## config.mk

```make
export PLATFORM = sky130hd
export DESIGN_NAME = mux_pn_rr
export DESIGN_NICKNAME = d
export VERILOG_FILES = /design/src/rtl/mux_pn_rr_pkg.sv /design/src/rtl/mux_pn_rr_rr_arbiter_n.sv /design/src/rtl/mux_pn_rr.sv
export SDC_FILE = /design/constraint.sdc
export NUM_CORES = 1
export LEC_CHECK = 0
export CAP_MARGIN = 15
export CORE_AREA = 2 2 59 61
export DETAILED_ROUTE_END_ITERATION = 8
export DIE_AREA = 0 0 61 63
export GPL_TIMING_DRIVEN = 0
export PLACE_DENSITY = 0.82
export SYNTH_ARGS = -nofsm -noshare
export SYNTH_HDL_FRONTEND = slang
export SYNTH_SLANG_ARGS = --single-unit
```

## constraint.sdc

```tcl
create_clock -name clk -period 2.35 [get_ports clk]
set_input_delay 0.47 -clock clk [delete_from_list [all_inputs] [get_ports clk]]
set_output_delay 0.47 -clock clk [all_outputs]
set_load 0.05 [all_outputs]
```

## src/rtl/mux_pn_rr_pkg.sv

```systemverilog
// Shared definitions for the mux_pn_rr registered N:1 multiplexer:
// mode encodings, output-register states and the parity helper.
package mux_pkg;

  localparam logic MODE_SELECT = 1'b0;
  localparam logic MODE_RR     = 1'b1;

  typedef enum logic {
    ST_EMPTY = 1'b0,
    ST_FULL  = 1'b1
  } out_state_e;

  // Even parity of up to 64 bits; callers zero-extend narrower words.
  function automatic logic even_parity(input logic [63:0] v);
    return ^v;
  endfunction

endpackage

```

## src/rtl/mux_pn_rr_rr_arbiter_n.sv

```systemverilog
// Combinational rotate-priority encoder: grants the first asserted request
// found scanning ptr, ptr+1, ... modulo N.
module rr_arbiter_n
  import mux_pkg::*;
#(
  parameter int N = 4,
  localparam int SEL_W = $clog2(N)
) (
  input  logic [N-1:0]     req,
  input  logic [SEL_W-1:0] ptr,
  input  logic             en,
  output logic [SEL_W-1:0] gnt_idx,
  output logic             gnt_vld
);

  int unsigned idx;

  always_comb begin
    gnt_idx = '0;
    gnt_vld = 1'b0;
    idx     = 0;
    for (int unsigned k = 0; k < N; k++) begin
      idx = (32'(ptr) + k) % N;
      if (en && !gnt_vld && req[idx]) begin
        gnt_vld = 1'b1;
        gnt_idx = SEL_W'(idx);
      end
    end
  end

endmodule

```

## src/rtl/mux_pn_rr.sv

```systemverilog
// Registered N:1 mux with valid/ready on every channel, SELECT or ROUND_ROBIN
// grant. Define MUX_PN_PARITY_EN to add the registered out_parity output.
module mux_pn_rr
  import mux_pkg::*;
#(
  parameter int N     = 4,
  parameter int WIDTH = 8,
  localparam int SEL_W = $clog2(N)
) (
  input  logic               clk,
  input  logic               rst_n,
  input  logic               mode,
  input  logic [SEL_W-1:0]   sel,
  input  logic [N*WIDTH-1:0] in_data,
  input  logic [N-1:0]       in_valid,
  output logic [N-1:0]       in_ready,
  output logic [WIDTH-1:0]   out_data,
  output logic               out_valid,
  input  logic               out_ready,
  output logic [SEL_W-1:0]   out_ch
`ifdef MUX_PN_PARITY_EN
  ,
  output logic               out_parity
`endif
);

  out_state_e        state_q, state_d;
  logic [WIDTH-1:0]  data_q;
  logic [SEL_W-1:0]  ch_q;
  logic [SEL_W-1:0]  rr_ptr_q;

  logic              load_ok;
  logic              sel_hit;
  logic [SEL_W-1:0]  arb_idx;
  logic              arb_vld;
  logic [SEL_W-1:0]  gnt_idx;
  logic              gnt_vld;
  logic              transfer;
  logic [WIDTH-1:0]  gnt_data;

  rr_arbiter_n #(.N(N)) u_arb (
    .req     (in_valid),
    .ptr     (rr_ptr_q),
    .en      (mode == MODE_RR),
    .gnt_idx (arb_idx),
    .gnt_vld (arb_vld)
  );

  assign load_ok = (state_q == ST_EMPTY) | out_ready;

  // Out-of-range sel (non power-of-two N) simply yields no grant.
  always_comb begin
    sel_hit = 1'b0;
    if (32'(sel) < 32'(N)) sel_hit = in_valid[sel];
  end

  always_comb begin
    if (mode == MODE_SELECT) begin
      gnt_idx = sel;
      gnt_vld = sel_hit;
    end else begin
      gnt_idx = arb_idx;
      gnt_vld = arb_vld;
    end
  end

  assign transfer = gnt_vld & load_ok;
  assign gnt_data = in_data[int'(gnt_idx)*WIDTH +: WIDTH];

  always_comb begin
    in_ready = '0;
    for (int unsigned i = 0; i < N; i++) begin
      in_ready[i] = transfer && (32'(gnt_idx) == i);
    end
  end

  always_comb begin
    state_d = state_q;
    case (state_q)
      ST_EMPTY: if (transfer) state_d = ST_FULL;
      ST_FULL:  if (out_ready && !transfer) state_d = ST_EMPTY;
      default:  state_d = ST_EMPTY;
    endcase
  end

  always_ff @(posedge clk or negedge rst_n) begin
    if (!rst_n) begin
      state_q  <= ST_EMPTY;
      data_q   <= '0;
      ch_q     <= '0;
      rr_ptr_q <= '0;
    end else begin
      state_q <= state_d;
      if (transfer) begin
        data_q <= gnt_data;
        ch_q   <= gnt_idx;
        if (mode == MODE_RR) begin
          rr_ptr_q <= (32'(gnt_idx) == 32'(N - 1)) ? '0 : gnt_idx + 1'b1;
        end
      end
    end
  end

  assign out_data  = data_q;
  assign out_ch    = ch_q;
  assign out_valid = (state_q == ST_FULL);

`ifdef MUX_PN_PARITY_EN
  logic parity_q;

  always_ff @(posedge clk or negedge rst_n) begin
    if (!rst_n)        parity_q <= 1'b0;
    else if (transfer) parity_q <= even_parity(64'(gnt_data));
  end

  assign out_parity = parity_q;
`endif

endmodule
```

==> impl_table.tex <==
\begin{tabular}{lr}
\hline
Metric & Value \\
\hline
\multicolumn{2}{l}{\textbf{Power}} \\
\quad Worst supply voltage drop on vdd & roughly 0.80 mV \\
\quad Cell Pwr Density & 824 nW/um\^{}2 \\
\quad Static Leak & 0.848 nW \\
\multicolumn{2}{l}{\textbf{Setup path}} \\
\quad Critical Path, Cell by Cell & buf\_6 -> or4b\_4 -> a31oi\_4 -> o221ai\_2 -> o211ai\_2 -> inv\_2 -> ha\_4 -> and2\_4 -> buf\_8 \\
\quad Slowest stage cell, crit path & sky130\_fd\_sc\_hd\_\_or4b\_4 \\
\quad Startpoint of the most critical register-to-register path & rr\_ptr\_q[1] \\
\quad Required time worst endpoint & 1880 ps \\
\quad Launching element type of the critical path & flop \\
\quad Worst Path Class, Setup & flop to output pin \\
\quad Biggest cell delay along the critical path & 490 ps \\
\quad Worst-path fanout max & 4 \\
\quad Kind of end point of the critical path & output pin \\
\quad Reg-to-reg endpoint & out\_data[4] \\
\quad Internal reg-to-reg setup slack & 230 ps \\
\quad CP top delay family & simple AND/OR/NAND/NOR gates \\
\quad Worst reg-to-reg path cell count & 9 \\
\quad Crit path buf inv count & 3 \\
\quad Endpoint arrival time on the critical path & about 2300 ps \\
\multicolumn{2}{l}{\textbf{Drt}} \\
\quad Routed WL & 3.43 mm \\
\quad DR pass1 iterations & 4 \\
\quad First DRT Iteration DRCs & 46 \\
\quad Met2 Routed Length & 1.79 mm \\
\quad Via total after detailed routing & 1,214 \\
\quad Metal3 WL & 270 um \\
\quad Highest routing layer actually used & met4 \\
\quad Final ANT Viol Nets & 0 \\
\quad Wire length on met1 & 1.32 mm \\
\quad Mean routed wirelength per cell & 14.6 um \\
\quad Vias per Instance & 5.17 \\
\quad DRC violation count after routing & 0 \\
\multicolumn{2}{l}{\textbf{Placed design}} \\
\quad Weighted congestion at the end of routability-driven global placement & 0.719 \\
\quad Port Buffers & 56 \\
\quad Half-perimeter wire length after placement & 2.45 mm \\
\multicolumn{2}{l}{\textbf{Run status}} \\
\quad Failing checks & setup timing \\
\quad Result of the run & complete, but fails checks \\
\multicolumn{2}{l}{\textbf{Die}} \\
\quad Y dimension of the die & 63 um \\
\quad Die boundary width & 61 um \\
\quad FP Rows & 21 \\
\quad Total I/O pin count & 57 \\
\quad Initial core utilization & around 33\% \\
\quad Area of the placeable core & 3230 um\^{}2 \\
\quad Total Die Area & 3840 um\^{}2 \\
\multicolumn{2}{l}{\textbf{Synth}} \\
\quad Share of flip-flops with an asynchronous set or reset after synthesis & 100\% \\
\quad Area fraction of the dominant cell type after synthesis & between 30\% and 40\% \\
\quad Netlist Area Pre-Place & 1080 um\^{}2 \\
\quad Top cells by instance count after synthesis & sky130\_fd\_sc\_hd\_\_mux2i\_1, sky130\_fd\_sc\_hd\_\_dfrtp\_1, sky130\_fd\_sc\_hd\_\_nand2\_1 \\
\quad Synthesized flop and latch total & 13 \\
\quad Per-instance average area after synthesis & 9.31 um\^{}2 \\
\quad Post-synthesis cell count & around 120 \\
\quad Register area share after synthesis & 30.1\% \\
\quad Number of synthesized flops with an enable pin & 0 \\
\quad Post-synth net total & 161 \\
\quad Number of different library cells in the post-synthesis netlist & 39 \\
\quad Syn. warnings & 0 \\
\quad Cell type with the highest aggregate area in the netlist & sky130\_fd\_sc\_hd\_\_dfrtp\_1 \\
\quad Most frequent cell after synthesis & sky130\_fd\_sc\_hd\_\_mux2i\_1 \\
\quad Most instantiated flip-flop cell in the synthesis netlist & sky130\_fd\_sc\_hd\_\_dfrtp\_1 \\
\quad Synth area leaders & sky130\_fd\_sc\_hd\_\_dfrtp\_1, sky130\_fd\_sc\_hd\_\_mux2i\_1, sky130\_fd\_sc\_hd\_\_o221ai\_1 \\
\multicolumn{2}{l}{\textbf{Clock network}} \\
\quad Maximum count of clock buffers along a single path & 2 \\
\quad Total clock sinks & 13 \\
\quad Insertion delay to the later sink of the worst-skew pair & 270 ps \\
\quad Register clock-pin slew on the reported worst setup and hold paths & 80 ps \\
\quad Clock root buffer & sky130\_fd\_sc\_hd\_\_clkbuf\_4 \\
\quad \# hold bufs at CTS & 0 \\
\quad CTS tree & done \\
\quad TritonCTS Buffers & 3 \\
\quad H-Tree Level Count & 1 \\
\multicolumn{2}{l}{\textbf{Timing}} \\
\quad Tmin final & 2770 ps \\
\quad Min Hold Slack & 497 ps \\
\quad Final-report max-slew violation count & 0 \\
\quad Final hold violation count & 0 \\
\quad Tcrit/Tclk final & 118\% \\
\quad Max\_slew headroom & 59.8\% \\
\quad Unrepaired setup endpoints after global routing & yes \\
\quad Worst Skew & 1.17 ps \\
\quad Setup slack after layout & -419 ps \\
\quad \# setup viols final & 4 \\
\quad Timing-limited maximum frequency & 361 MHz \\
\quad Transition time of the tightest slew-check pin & 601 ps \\
\multicolumn{2}{l}{\textbf{GRT}} \\
\quad Wire length of the first global-routing pass & approximately 5.6 mm \\
\quad Total overflow reported by the global router & 0 \\
\quad GRT Util Overall & 18.6\% \\
\quad Vias in the first global route & 1,281 \\
\quad Pin count of the biggest net entering global routing & 19 \\
\quad Number of antenna violations at the first check in global routing & 0 \\
\multicolumn{2}{l}{\textbf{Finish}} \\
\quad Diode insertion count for antenna repair & 0 \\
\quad Storage cell area & 325 um\^{}2 \\
\quad Area of combinational cells with multiple inputs & 785 um\^{}2 \\
\quad Synthesis-to-layout area growth & 83.0\% \\
\quad Proportion of layout cells with a drive suffix above 1 & 31.2\% \\
\quad Fillcell total & 270 \\
\quad Final Net Count & approximately 240 \\
\quad End-of-flow core utilization & 61.1\% \\
\multicolumn{2}{l}{\textbf{Hold path}} \\
\quad Path class of the lowest-slack min-delay path & flop to flop \\
\quad HP Start & out\_ch[0] \\
\quad Endpoint, Worst Hold & out\_ch[0] \\
\quad Number of instances on the worst hold path & 2 \\
\multicolumn{2}{l}{\textbf{Flow run}} \\
\quad Max capacitance violation total & 0 \\
\hline
\end{tabular}
-- power breakdown --
part	switching (mW)	leakage, nW	internal [mW]
Sequential	0.0541	0.155	0.302
Clock	0.0733	0.0150	0.0658
Combinational	0.632	0.678	0.500
Total	0.759	0.848	0.868
-- cell families (layout without fill, tap and decap cells) --
family	Yosys count	count (layout)	share of synthesized area, %
and+or+nand+nor	39	39	20.7
AOI/OAI and AO/OA	29	29	20.2
muxes	17	17	17.3
buffers and inverters	15	88	8.23
DFF	13	13	30.1
adders and majority gates	3	3	3.48
-- state kept, by name, indices dropped and copies added (netlist names) --
name	count
out_valid	1
rr_ptr_q	2
out_data	8
out_ch	2
-- stage by stage --
stage	instances	TNS, ps	power (mW)	worst slack (ps)	instance area, um^2
final	235	-1450	1.63	-419	1980
after global routing	235	-1850	1.73	-514	1980
after CTS	230	-1510	1.55	-433	1900
after detailed placement	218	-10580	1.30	-1430	1730
after global placement	218	-9780	1.28	-1370	1730
after floorplan	116	-354	0.994	-192	1110
-- what timing repair did --
action | 4_1_cts | 5_1_grt
pin swaps | 10 | 5
cloned | 0 | 0
gates resized for setup | 69 | 11
setup buffers | 9 | 5
endpoints found under the setup margin | 15 | 4
-- worst max-delay path by stage --
stage                  end  slack [ps]         from  depth (start not counted)
6_report       in_ready[1]        -420  rr_ptr_q[1]                          9
5_1_grt        in_ready[1]        -510  rr_ptr_q[1]                          9
4_1_cts        in_ready[1]        -430  rr_ptr_q[1]                          9
3_5_place_dp   in_ready[2]       -1430  in_valid[2]                         12
3_3_place_gp   in_ready[3]       -1370       sel[0]                          7
2_1_floorplan  in_ready[3]        -190  in_valid[3]                          7
-- final cells by class --
class	count	area share, %
Timing Repair Buffer	70	33.4
Clock buffer	4	1.33
Inverter	5	1.08
Tap cell	46	2.91
Multi-Input combinational cell	88	39.7
Buffer	9	5.07
Sequential cell	13	16.5
-- per-layer routing --
metal  vias up  track usage [%]
met5         -                0
met4         0             7.34
met3         6             3.73
met2        61             31.7
met1       572             22.1
li1        575                -
-- worst min-delay path: cells and delay by family (launching register included) --
family          cells  cell delay (ps)
compound gates      1               60
flops               1              350
simple gates        1               50
-- placed cells by master (no fill, tap or decap), drive strengths merged, types with 2 or more instances in the layout --
master | synthesis | layout
nand2 | 15 | 15
o211ai | 2 | 2
mux2i | 16 | 16
clkdlybuf4s50 | 0 | 47
a21oi | 2 | 2
nor3b | 3 | 3
inv | 5 | 5
o221ai | 10 | 10
and2 | 3 | 3
a31oi | 4 | 4
buf | 8 | 29
nand2b | 4 | 4
clkbuf | 2 | 6
nor2 | 3 | 3
o21ai | 6 | 6
ha | 3 | 3
dfrtp | 13 | 13
nor3 | 2 | 2
Power figures use the tool's default switching activity.
==> RTL edit (config.mk and constraints unchanged) <==
The option `MUX_PN_PARITY_EN` is turned on by a define.
--- a/src/rtl/mux_pn_rr.sv
+++ b/src/rtl/mux_pn_rr.sv
@@ -2,2 +2,4 @@
 // grant. Define MUX_PN_PARITY_EN to add the registered out_parity output.
+`define MUX_PN_PARITY_EN
+
 module mux_pn_rr
Check against the original RTL (old outputs only; new: out_parity): equivalent (Yosys induction, for registers that start in step).
==> RTL edit against the original RTL <==
The flow still finishes with violations (negative setup slack); largest power group unchanged; total power is 16% higher; wire length grew 17%; combinational power rose by 17%; synthesized area up 3.6%; global-route usage increased by 2.0 points; design area is 6.3% higher; highest routed layer unchanged; setup slack improved by 0.14 ns; sequential cell count rose by 1.
==> RTL edit: results (changes against the original RTL) <==
| Metric | Value |
|---|---|
| Run status | finished, violations left (unchanged) |
| Violated checks | negative setup slack (unchanged) |
| Data arrival, critical path | 2.82 ns (was 2.30 ns) |
| Cell Count Post-Placement | 217 (was 218) |
| Yosys warning count | 0 (unchanged) |
| Largest cells by area after synthesis | sky130_fd_sc_hd__dfrtp_1 31%, sky130_fd_sc_hd__mux2_2 5.0%, sky130_fd_sc_hd__ha_1 4.5% (was sky130_fd_sc_hd__dfrtp_1 30%, sky130_fd_sc_hd__mux2i_1 15%, sky130_fd_sc_hd__o221ai_1 7.3%) |
| Detailed router's first-iteration violation count | 79 (was 46) |
| Summed negative setup slack over all endpoints | -1.28 ns (was -1.45 ns) |
| Sequential share of the synthesized area | 31.3% (was 30.1%) |
| Routability congestion estimate | 0.802 (was 0.719) |
| Via count of the first global-routing pass | 1292 (was 1281) |
| Worst hold path startpoint | out_ch[0] (unchanged) |
| Synth cell types | 37 (was 39) |
| Gate count after technology mapping | 114 (was 116) |
| Total length of routed wires | 4000 um (was 3430 um) |
| Worst hold margin | 0.504 ns (was 0.497 ns) |
| Wire per inst | 16.9 um (was 14.6 um) |
| Layout cell share with drive strength beyond 1 | 36.1% (was 31.2%) |
| Largest fanout on the critical path | 5 (was 4) |
| Wire length of the first global-routing pass | 5940 um (was 5620 um) |
| Cell at the slowest stage of the critical path | sky130_fd_sc_hd__xnor3_1 (was sky130_fd_sc_hd__or4b_4) |
| Post-synth top cells | 14 x sky130_fd_sc_hd__dfrtp_1, 12 x sky130_fd_sc_hd__nand2_1, 7 x sky130_fd_sc_hd__inv_1, 7 x sky130_fd_sc_hd__o21ai_1 (was 16 x sky130_fd_sc_hd__mux2i_1, 13 x sky130_fd_sc_hd__dfrtp_1, 13 x sky130_fd_sc_hd__nand2_1) |
| Ratio of routed vias to standard cells | 5.43 (was 5.17) |
| Multiplexer share of the synthesized area | 10.6% (was 17.3%) |
| Number of nets in the finished design | 238 (was 235) |
| Post-synthesis share of cell area spent on xor and xnor gates | 6.38% (was 0%) |
| Arithmetic-cell share of the synthesized area counting full adders, half adders and majority gates | 4.47% (was 3.48%) |
| Leak pwr | 0.000874 uW (was 0.000848 uW) |
| Final Skew | 0.0144 ns (was 0.00117 ns) |
| Share of the synthesized area in compound gates (AO/OA/AOI/OAI) | 28.6% (was 20.2%) |
| Total routing resource utilization after global routing | 20.6% (was 18.6%) |
| Maximum number of pins on one net before global-route repair | 15 (was 19) |
| Clock latency reported for the late side of the worst-skew pair | 0.29 ns (was 0.27 ns) |
| Worst setup slack after layout | -0.278 ns (was -0.419 ns) |
| Worst VDD drop | 0.257 mV (was 0.798 mV) |
| Count of final setup violators | 5 (was 4) |
| Worst slack at placement | -1.23 ns (was -1.43 ns) |
[RTL edit: changes by cell type in the layout (fill, tap and decap cells not counted), sizes merged, moves of 5 or more]
cell    before  now
mux2         0    5
o221ai      10    4
buf         29   22
a21oi        2    7
mux2i       16    4
[RTL edit: worst max-delay path, delay by kind of cell, from the launching register on]
family / cells / cell delay (ns)
AOI/OAI and AO/OA: 4 / 0.75
xor gates and xnor gates: 2 / 0.65
buffers and inverters: 3 / 0.40
DFF: 1 / 0.45
muxes: 1 / 0.12
and+or+nand+nor: 1 / 0.17
[RTL edit: what timing repair did]
| action | CTS | global route |
|---|---|---|
| buffers inserted | 13 | 2 |
| resized for setup | 66 | 10 |
| cloned | 1 | 0 |
| hold endpoints to repair | 0 | 0 |
| hold buffers | 0 | 0 |
| pin swaps | 7 | 3 |
| endpoints found under the setup margin | 9 | 5 |
[RTL edit: layout make-up]
class	instances	area (um^2)
plain buffers	3	36.3
clock buffers	4	36.3
fillers	235	1130
inverters	9	38.8
multi-input cells	88	847
flip-flops and latches	14	352
well taps	46	57.6
repair buffers	73	732
[RTL edit: power by group through the flow]
stage	combinational (uW)	sequential [uW]	clock, uW
6_report	1320	389	180
4_1_cts	1200	380	176
3_5_place_dp	1010	386	0
2_1_floorplan	452	615	0
5_1_grt	1400	396	194
3_3_place_gp	988	380	0
[RTL edit: per-layer routing]
layer / up-vias / global-route usage, % / share of wire, %
met4: 0 / 9.51 / 2.6
met3: 12 / 4.76 / 8.9
li1: 585 / - / -
met1: 613 / 22.6 / 37
met5: - / 0 / 0
met2: 77 / 36.0 / 51
[RTL edit: final timing paths]
path / end / cells past startpoint
max: out_parity / 11
min: out_ch[0] / 2
max in group asynchronous: rr_ptr_q[1] / 1
min reg2reg: out_ch[0] / 2
max reg2reg: out_parity / 11
min in group asynchronous: out_data[4] / 1
